<file path="src/rtl/fpmul_pkg.sv">
// Shared definitions for the pipelined floating-point multiplier:
// rounding-mode encodings, flag bit positions, operand class record and
// the canonical quiet-NaN builder.
package fpmul_pkg;

   typedef enum logic [1:0] {
      RM_RNE = 2'b00,
      RM_RTZ = 2'b01,
      RM_POS = 2'b10,
      RM_NEG = 2'b11
   } rmode_e;

   localparam int FLAG_W    = 6;
   localparam int FLAG_ZERO = 0;
   localparam int FLAG_UNF  = 1;
   localparam int FLAG_OVF  = 2;
   localparam int FLAG_INE  = 3;
   localparam int FLAG_NAN  = 4;
   localparam int FLAG_INF  = 5;

   // Special-case classification of the operand pair, decided in S1.
   typedef struct packed {
      logic nan;
      logic inf;
      logic zero;
   } opclass_t;

   // Canonical qNaN: sign 0, exponent all ones, only the mantissa MSB set.
   // Built at 64 bits (widest legal format); callers size-cast to their width.
   function automatic logic [63:0] canon_qnan(input int exp_w, input int man_w);
      logic [63:0] r;
      r = ((64'd1 << exp_w) - 64'd1) << man_w;
      r = r | (64'd1 << (man_w - 1));
      return r;
   endfunction

endpackage

</file>
<file path="src/rtl/fpmul_round.sv">
// Combinational normalise / round / pack stage of the multiplier.
// Takes the raw mantissa product, the unbiased-corrected exponent sum and the
// special-case class, and produces the packed result and its flags.
module fpmul_round
   import fpmul_pkg::*;
#(
   parameter int EXP_W = 8,
   parameter int MAN_W = 23,
   localparam int W  = 1 + EXP_W + MAN_W,
   localparam int PW = 2 * MAN_W + 2,
   localparam int EW = EXP_W + 2
) (
   input  logic                  sign,
   input  logic signed [EW-1:0]  exp_sum,
   input  logic [PW-1:0]         prod,
   input  rmode_e                rmode,
   input  opclass_t              cls,
   output logic [W-1:0]          res,
   output logic [FLAG_W-1:0]     flags
);

   localparam logic [EXP_W-1:0]      EXP_ONES = '1;
   localparam logic [EXP_W-1:0]      EXP_MAX  = EXP_ONES - 1'b1;
   localparam logic signed [EW-1:0]  EXP_OVF  = EW'((1 << EXP_W) - 1);
   localparam logic signed [EW-1:0]  EXP_ZERO = '0;
   localparam logic [W-1:0]          QNAN     = W'(canon_qnan(EXP_W, MAN_W));

   logic [PW-2:0]          norm;
   logic [MAN_W-1:0]       mant;
   logic                   guard;
   logic                   sticky;
   logic                   inc;
   logic                   to_inf;
   logic [MAN_W:0]         mant_r;
   logic signed [EW-1:0]   exp_n;
   logic signed [EW-1:0]   exp_r;
   logic                   ovf;
   logic                   unf;

   // Normalise (product lies in [1,4)), round per mode, then pick the
   // special-case, overflow, underflow or ordinary result.
   always_comb begin
      norm   = prod[PW-1] ? prod[PW-2:0] : {prod[PW-3:0], 1'b0};
      mant   = norm[PW-2:MAN_W+1];
      guard  = norm[MAN_W];
      sticky = |norm[MAN_W-1:0];
      exp_n  = exp_sum + $signed({{(EW-1){1'b0}}, prod[PW-1]});

      case (rmode)
         RM_RNE:  begin inc = guard & (sticky | mant[0]); to_inf = 1'b1;  end
         RM_POS:  begin inc = ~sign & (guard | sticky);   to_inf = ~sign; end
         RM_NEG:  begin inc = sign & (guard | sticky);    to_inf = sign;  end
         default: begin inc = 1'b0;                       to_inf = 1'b0;  end
      endcase

      mant_r = {1'b0, mant} + {{MAN_W{1'b0}}, inc};
      exp_r  = exp_n + $signed({{(EW-1){1'b0}}, mant_r[MAN_W]});
      ovf    = (exp_r >= EXP_OVF);
      unf    = (exp_r <= EXP_ZERO);

      res   = '0;
      flags = '0;
      if (cls.nan) begin
         res             = QNAN;
         flags[FLAG_NAN] = 1'b1;
      end else if (cls.inf) begin
         res             = {sign, EXP_ONES, {MAN_W{1'b0}}};
         flags[FLAG_INF] = 1'b1;
      end else if (cls.zero) begin
         res              = {sign, {(W-1){1'b0}}};
         flags[FLAG_ZERO] = 1'b1;
      end else if (ovf) begin
         flags[FLAG_OVF] = 1'b1;
         flags[FLAG_INE] = 1'b1;
         if (to_inf) begin
            res             = {sign, EXP_ONES, {MAN_W{1'b0}}};
            flags[FLAG_INF] = 1'b1;
         end else begin
            res = {sign, EXP_MAX, {MAN_W{1'b1}}};
         end
      end else if (unf) begin
         res              = {sign, {(W-1){1'b0}}};
         flags[FLAG_UNF]  = 1'b1;
         flags[FLAG_INE]  = 1'b1;
         flags[FLAG_ZERO] = 1'b1;
      end else begin
         res             = {sign, exp_r[EXP_W-1:0], mant_r[MAN_W-1:0]};
         flags[FLAG_INE] = guard | sticky;
      end
   end

endmodule

</file>
<file path="src/rtl/fpmul_pipe.sv">
// Three-stage pipelined IEEE-754-format multiplier with valid/ready handshake.
// S1 unpacks, classifies and sums exponents; S2 registers the mantissa
// product; S3 normalises, rounds and packs into the output register.
// A single global advance signal stalls every stage at once.
module fpmul_pipe
   import fpmul_pkg::*;
#(
   parameter int EXP_W = 8,
   parameter int MAN_W = 23,
   localparam int W = 1 + EXP_W + MAN_W
) (
   input  logic               clk,
   input  logic               rst,
   input  logic               in_valid,
   output logic               in_ready,
   input  logic [W-1:0]       opa,
   input  logic [W-1:0]       opb,
   input  logic [1:0]         rmode,
   output logic               out_valid,
   input  logic               out_ready,
   output logic [W-1:0]       out,
   output logic [FLAG_W-1:0]  flags
);

   localparam int EW = EXP_W + 2;
   localparam int PW = 2 * MAN_W + 2;
   localparam logic signed [EW-1:0] BIAS = EW'((1 << (EXP_W - 1)) - 1);

   logic                  advance;
   logic                  sign_a, sign_b;
   logic [EXP_W-1:0]      exp_a, exp_b;
   logic [MAN_W-1:0]      man_a, man_b;
   logic                  nan_a, nan_b, inf_a, inf_b, zero_a, zero_b;
   opclass_t              cls_in;
   logic signed [EW-1:0]  exp_sum_in;

   logic                  s1_valid;
   logic                  s1_sign;
   logic signed [EW-1:0]  s1_exp;
   logic [MAN_W:0]        s1_ma, s1_mb;
   rmode_e                s1_rmode;
   opclass_t              s1_cls;

   logic                  s2_valid;
   logic                  s2_sign;
   logic signed [EW-1:0]  s2_exp;
   logic [PW-1:0]         s2_prod;
   rmode_e                s2_rmode;
   opclass_t              s2_cls;

   logic [W-1:0]          res;
   logic [FLAG_W-1:0]     res_flags;

   assign advance  = ~out_valid | out_ready;
   assign in_ready = advance;

   // Unpack operands and classify; subnormals count as zero (flush).
   always_comb begin
      {sign_a, exp_a, man_a} = opa;
      {sign_b, exp_b, man_b} = opb;
      nan_a  = (&exp_a) & (|man_a);
      nan_b  = (&exp_b) & (|man_b);
      inf_a  = (&exp_a) & ~(|man_a);
      inf_b  = (&exp_b) & ~(|man_b);
      zero_a = ~(|exp_a);
      zero_b = ~(|exp_b);
      cls_in.nan  = nan_a | nan_b | (inf_a & zero_b) | (inf_b & zero_a);
      cls_in.inf  = inf_a | inf_b;
      cls_in.zero = zero_a | zero_b;
      exp_sum_in  = $signed({2'b00, exp_a}) + $signed({2'b00, exp_b}) - BIAS;
   end

   // Valid bits and the output register: cleared by reset, frozen on stall.
   always_ff @(posedge clk or posedge rst) begin
      if (rst) begin
         s1_valid  <= 1'b0;
         s2_valid  <= 1'b0;
         out_valid <= 1'b0;
         out       <= '0;
         flags     <= '0;
      end else if (advance) begin
         s1_valid  <= in_valid;
         s2_valid  <= s1_valid;
         out_valid <= s2_valid;
         if (s2_valid) begin
            out   <= res;
            flags <= res_flags;
         end
      end
   end

   // Unreset datapath registers for S1 and S2, including the product stage.
   always_ff @(posedge clk) begin
      if (advance) begin
         s1_sign  <= sign_a ^ sign_b;
         s1_exp   <= exp_sum_in;
         s1_ma    <= {1'b1, man_a};
         s1_mb    <= {1'b1, man_b};
         s1_rmode <= rmode_e'(rmode);
         s1_cls   <= cls_in;
         s2_sign  <= s1_sign;
         s2_exp   <= s1_exp;
         s2_prod  <= PW'(s1_ma) * PW'(s1_mb);
         s2_rmode <= s1_rmode;
         s2_cls   <= s1_cls;
      end
   end

   fpmul_round #(
      .EXP_W (EXP_W),
      .MAN_W (MAN_W)
   ) u_round (
      .sign    (s2_sign),
      .exp_sum (s2_exp),
      .prod    (s2_prod),
      .rmode   (s2_rmode),
      .cls     (s2_cls),
      .res     (res),
      .flags   (res_flags)
   );

endmodule

</file>
<file path="config.mk">
export PLATFORM = sky130hd
export DESIGN_NAME = fpmul_pipe
export DESIGN_NICKNAME = d
export VERILOG_FILES = /design/src/rtl/fpmul_pkg.sv /design/src/rtl/fpmul_round.sv /design/src/rtl/fpmul_pipe.sv
export SDC_FILE = /design/constraint.sdc
export NUM_CORES = 2
export LEC_CHECK = 0
export BUFFER_PORTS_ARGS = -buffer_cell sky130_fd_sc_hd__buf_4
export CORE_ASPECT_RATIO = 1.2
export CORE_MARGIN = 2
export CORE_UTILIZATION = 40
export CTS_BUF_LIST = sky130_fd_sc_hd__clkbuf_8
export CTS_CLUSTER_SIZE = 24
export DETAILED_ROUTE_END_ITERATION = 16
export PLACE_DENSITY = 0.55
export SYNTH_ARGS = -nofsm -noshare
export SYNTH_HDL_FRONTEND = slang
export SYNTH_SLANG_ARGS = --single-unit
</file>
<file path="constraint.sdc">
create_clock -name clk -period 12.2 [get_ports clk]
set_input_delay 2.44 -clock clk [delete_from_list [all_inputs] [get_ports clk]]
set_output_delay 2.44 -clock clk [all_outputs]
set_load 0.05 [all_outputs]
</file>
# After elaboration in Yosys (flattened, before gate mapping)
# Cells that the tools add are included.
# Widths: inputs -> output; s select.
[word_totals]
regBits = 167
in_bits = 70
wordCells = 87
[classes]
add_sub_neg = 5
mul = 1
order_cmp = 2
n_eq_ne = 2
muxes = 24
bitwise_logic = 24
n_reduce_logical = 9
[op_table]
columns = ["op", "n"]
rows = [
  ["$mux 31", 4],
  ["$reduce_or 23->1", 3],
  ["$mul 24x24->48", 1],
  ["$mux 47", 1],
  ["$mux 32", 1],
  ["$add 23x1->24", 1],
  ["$mux 24", 1],
  ["$add 10x2->10", 2],
  ["$reduce_and 8->1", 2],
  ["$reduce_or 8->1", 2],
  ["$ge 10x9->1 const B", 1],
  ["$le 10x1->1 const B", 1],
  ["$mux 1", 10],
  ["$sub 9x7->10 const B", 1],
  ["$add 8x8->9", 1],
  ["$and 1x1->1", 9],
  ["$mux 4", 2],
  ["$or 1x1->1", 8],
  ["$not 1->1", 6],
  ["$pmux 1 s3", 2],
  ["$eq 2x2->1 const B", 2],
  ["$mux 2", 2],
  ["$mux 3", 1],
  ["$logic_not 2->1", 1],
  ["other kinds (2)", 2],
]

# Longest topological paths before layout
[depth]
ltp_word = 13
ltp_mapped = 28

# By module
# Synthesis repeated with hierarchy kept, for this count alone.
[hier_totals]
cells_unflattened = 2707
area_unflattened_um2 = 26429.1
[by_module_without_submodules]
columns = ["mod", "n_inst", "cells_per_inst", "area_per_inst_um2", "seq_area_each_um2"]
rows = [
  ["fpmul_pipe", 1, 2431, 24588.6, 4809.6],
  ["fpmul_round", 1, 276, 1840.5, 0.0],
]

# Worst setup path before layout
# No wires, ideal clock.
[synth_path]
path_type = "input to output"
startpoint = "input port out_ready"
endpoint = "output port in_ready"
t_arrival_ps = 6468
required_ps = 9760
setup_slack_ps = 3292
path_stages = 2
n_path_buf = 1
cell_sequence = "nand2b_1 -> clkbuf_1"
[synth_via]
elab_chain_len = 1
[synth_rtl]
columns = ["item", "line_no", "source"]
rows = [
  ["start, declared", "fpmul_pipe.sv:20", "input logic out_ready,"],
  ["$or 1x1->1", "fpmul_pipe.sv:54", "assign advance = ~out_valid | out_ready;"],
  ["end, declared", "fpmul_pipe.sv:15", "output logic in_ready,"],
]
# No other way between the ends.

# Final worst setup path
[layout_path]
startpoint = "register s1_mb[0]"
endpoint = "register s2_prod[43], data pin"
[layout_via]
elab_chain_len = 1
[layout_rtl]
columns = ["item", "line_no", "source"]
rows = [
  ["start, declared", "fpmul_pipe.sv:40", "logic [MAN_W:0] s1_ma, s1_mb;"],
  ["start signal, assigned", "fpmul_pipe.sv:98", "s1_mb <= {1'b1, man_b};"],
  ["$mul 24x24->48", "fpmul_pipe.sv:103", "s2_prod <= PW'(s1_ma) * PW'(s1_mb);"],
  ["end signal, assigned", "fpmul_pipe.sv:103", ""],
  ["end, declared", "fpmul_pipe.sv:47", "logic [PW-1:0] s2_prod;"],
]
# No other way between the ends.
# A chain may end at the register's enable or synchronous reset.

==> flow_summary.json <==
{
  "yosysSeqAreaShare": 0.185,
  "cts.reportedPaths.clkPinSlew_ns": 0.11,
  "num_vias": 18400,
  "synth_nets": 3429,
  "drt_iter0_drc": 1204,
  "post-cts-setup-buffers": 0,
  "yosysTopAreaCell": "fa_1",
  "nets": 3488,
  "wirelength_um": 74500,
  "die_x_um": 237,
  "grt_pass1_wl_um": 117000,
  "synth_edf_count": 126,
  "htree_levels": 4,
  "hold_buffers": 0,
  "grt_pass1_vias": 20300,
  "synth_area_leaders": "fa_1 (37%), edfxtp_1 (15%), ha_1 (9.2%)",
  "worst-setup-path-type": "reg2reg",
  "drv_cap": 0,
  "cts_resized": 0,
  "status": "finished, final reports clean",
  "fin_crit_sh": 0.636,
  "grt_max_degree": 77,
  "worstPathArrival_ns": 8.04,
  "cts_tree": "built",
  "postLayoutSetupSlackWorst_ns": 4.45,
  "worst_pin_slew_ns": 1.17,
  "finalHoldViolCount": 0,
  "clk_latency_ns": 0.55,
  "finalSetupViolations": 0,
  "rsz0062_at_grt": "no",
  "dpl_worst_slack_ns": 4.55,
  "async_flop_share": 0.246,
  "syn_inst": 2684,
  "max_freq_mhz": 129,
  "dieArea_um2": 67000,
  "yosysWarnings": 0,
  "io_buffers": 109,
  "area_growth_pct": 8.42,
  "crit_fanout": 17,
  "antenna_found_initial": 3,
  "synth-seq-cells": 167,
  "syn_area_um2": 26000,
  "finalWeightedCongestion": 0.906,
  "vias_per_cell": 5.13,
  "finalCriticalPeriod_ns": 7.75,
  "tns_ns": 0,
  "synth_cell_types": 70,
  "start_util": 0.403,
  "cp.required_ns": 12.49,
  "clock_path_buffers": 2,
  "drcViolationCount": 0,
  "track_usage": 0.231,
  "min_path_type": "reg2reg",
  "overflow": 0,
  "numCtsBuffers": 17,
  "yosys.area.top_type_share": 0.373,
  "rows": 102,
  "ant_nets": 0,
  "fp.dieH_um": 283,
  "hpwl_um": 56000,
  "pin_count": 110,
  "relSlewSlack": 0.219,
  "synth_area_per_cell_um2": 9.68,
  "drive_above_1_share": 0.0813,
  "firstDrtPassIters": 7,
  "root_buffer": "clkbuf_8",
  "cts.sinks": 167,
  "final.setup_skew_ns": 0.0284,
  "fin_util": 0.437,
  "core-area_um2": 64400,
  "ys.flop_type": "edfxtp_1",
  "detail_route.wl_per_cell_um": 20.8,
  "start_kind": "register",
  "drv_slew": 0,
  "end_kind": "register"
}
metrics by stage:
stage | hold WS (ns) | area [µm²] | std cells
finish | 0.412 | 28200 | 3589
CTS | 0.417 | 28200 | 3588
floorplan | 0.400 | 26000 | 2684
global placement | 0.404 | 27700 | 3556
global route | 0.423 | 28200 | 3589
detailed placement | 0.405 | 27700 | 3556
path summary, 6_finish.rpt:
kind                           from          end  slack (ns)  cells past startpoint
max in group asynchronous       rst      out[21]        9.83                      3
min in group asynchronous       rst      out[19]        2.01                      3
min reg2reg                 s1_sign      s2_sign        0.41                      0
min                         s1_sign      s2_sign        0.41                      0
max reg2reg                s1_mb[0]  s2_prod[43]        4.45                     22
max                        s1_mb[0]  s2_prod[43]        4.45                     22
cell usage in the layout (no fill, tap or decap), types with 3 or more instances in the layout:
cell type and instances:
mux2i_1 15, o21bai_1 11, clkbuf_8 17, inv_8 5, buf_4 157, ha_1 191, nand3b_1 7, nand4_1 20
or3_1 4, o21ai_0 21, a21o_1 27, o22ai_1 4, dfrtp_1 41, clkinv_8 4, nand2_1 337, o21ai_1 26
and3_1 15, edfxtp_1 126, nand3_1 24, a21oi_1 64, fa_1 484, a21oi_2 8, clkinv_1 4, inv_1 598
and2_1 250, a211oi_1 5, nor4_1 20, nor2b_1 6, a31oi_1 7, nor3_1 8, mux2_2 6, nor2_1 89
and4_1 3, xor2_1 35, a22o_1 5, xnor2_1 55, o21a_1 4, nand2b_1 9
cell type report:
| cell class | count | area, µm² |
|---|---|---|
| multi-input combinational | 1797 | 18400 |
| clock buffer | 17 | 234 |
| fill | 6208 | 36300 |
| inverter | 603 | 2260 |
| clock inverter | 15 | 196 |
| sequential | 167 | 4810 |
| antenna | 1 | 2.50 |
| timing repair buffer | 157 | 1180 |
| tap | 832 | 1040 |
cell families after synthesis:
| family | after synthesis | share of synthesized area |
|---|---|---|
| mux | 21 | 0.00838 |
| simple gates | 800 | 0.151 |
| flops | 167 | 0.185 |
| compound gates | 211 | 0.0546 |
| buf+inv | 720 | 0.105 |
| fa+ha+maj | 675 | 0.465 |
| xor+xnor | 90 | 0.0303 |
critical path, cell delays in order, from the launching register on:
cell	delay, ns
edfxtp_1	0.91
clkinv_1	0.50
fa_1	0.64
inv_1	0.05
fa_1	0.54
inv_1	0.06
fa_1	0.50
fa_1	0.52
inv_1	0.05
fa_1	0.48
fa_1	0.48
inv_1	0.05
fa_1	0.48
inv_1	0.04
ha_1	0.38
and3_1	0.23
a221o_1	0.33
a221oi_2	0.25
o21ai_2	0.18
a221oi_2	0.37
o221ai_2	0.22
a21oi_2	0.17
xnor2_1	0.07
synthesized netlist by cell type, types with 12 or more instances:
| library cell | instances |
|---|---|
| ha_1 | 191 |
| o21ai_1 | 26 |
| a21o_1 | 27 |
| o21ai_0 | 21 |
| mux2i_1 | 15 |
| edfxtp_1 | 126 |
| a21oi_1 | 64 |
| nor2_1 | 89 |
| clkbuf_1 | 97 |
| buf_2 | 12 |
| nor4_1 | 20 |
| and2_1 | 250 |
| fa_1 | 484 |
| nand2_1 | 337 |
| and3_1 | 15 |
| dfrtp_1 | 41 |
| nand4_1 | 20 |
| xor2_1 | 35 |
| nand3_1 | 24 |
| xnor2_1 | 55 |
| inv_1 | 598 |
registers in the layout (all words and copies together), names as in the netlist, 2 cells and up:
signal,cells
flags,6
out,32
s1_cls,3
s1_exp,10
s1_ma,23
s1_mb,23
s1_rmode,2
s2_cls,3
s2_exp,10
s2_prod,48
s2_rmode,2
per-layer routing:
layer	vias up	global-route usage	share of wire
met5	-	0	0.00017
met4	2	0.0962	0.041
met3	133	0.0482	0.066
met2	618	0.384	0.48
met1	9375	0.293	0.42
li1	8267	-	-
Power is not shown: default switching activity piles up to over one toggle a cycle in this logic, so the estimate is an artifact.
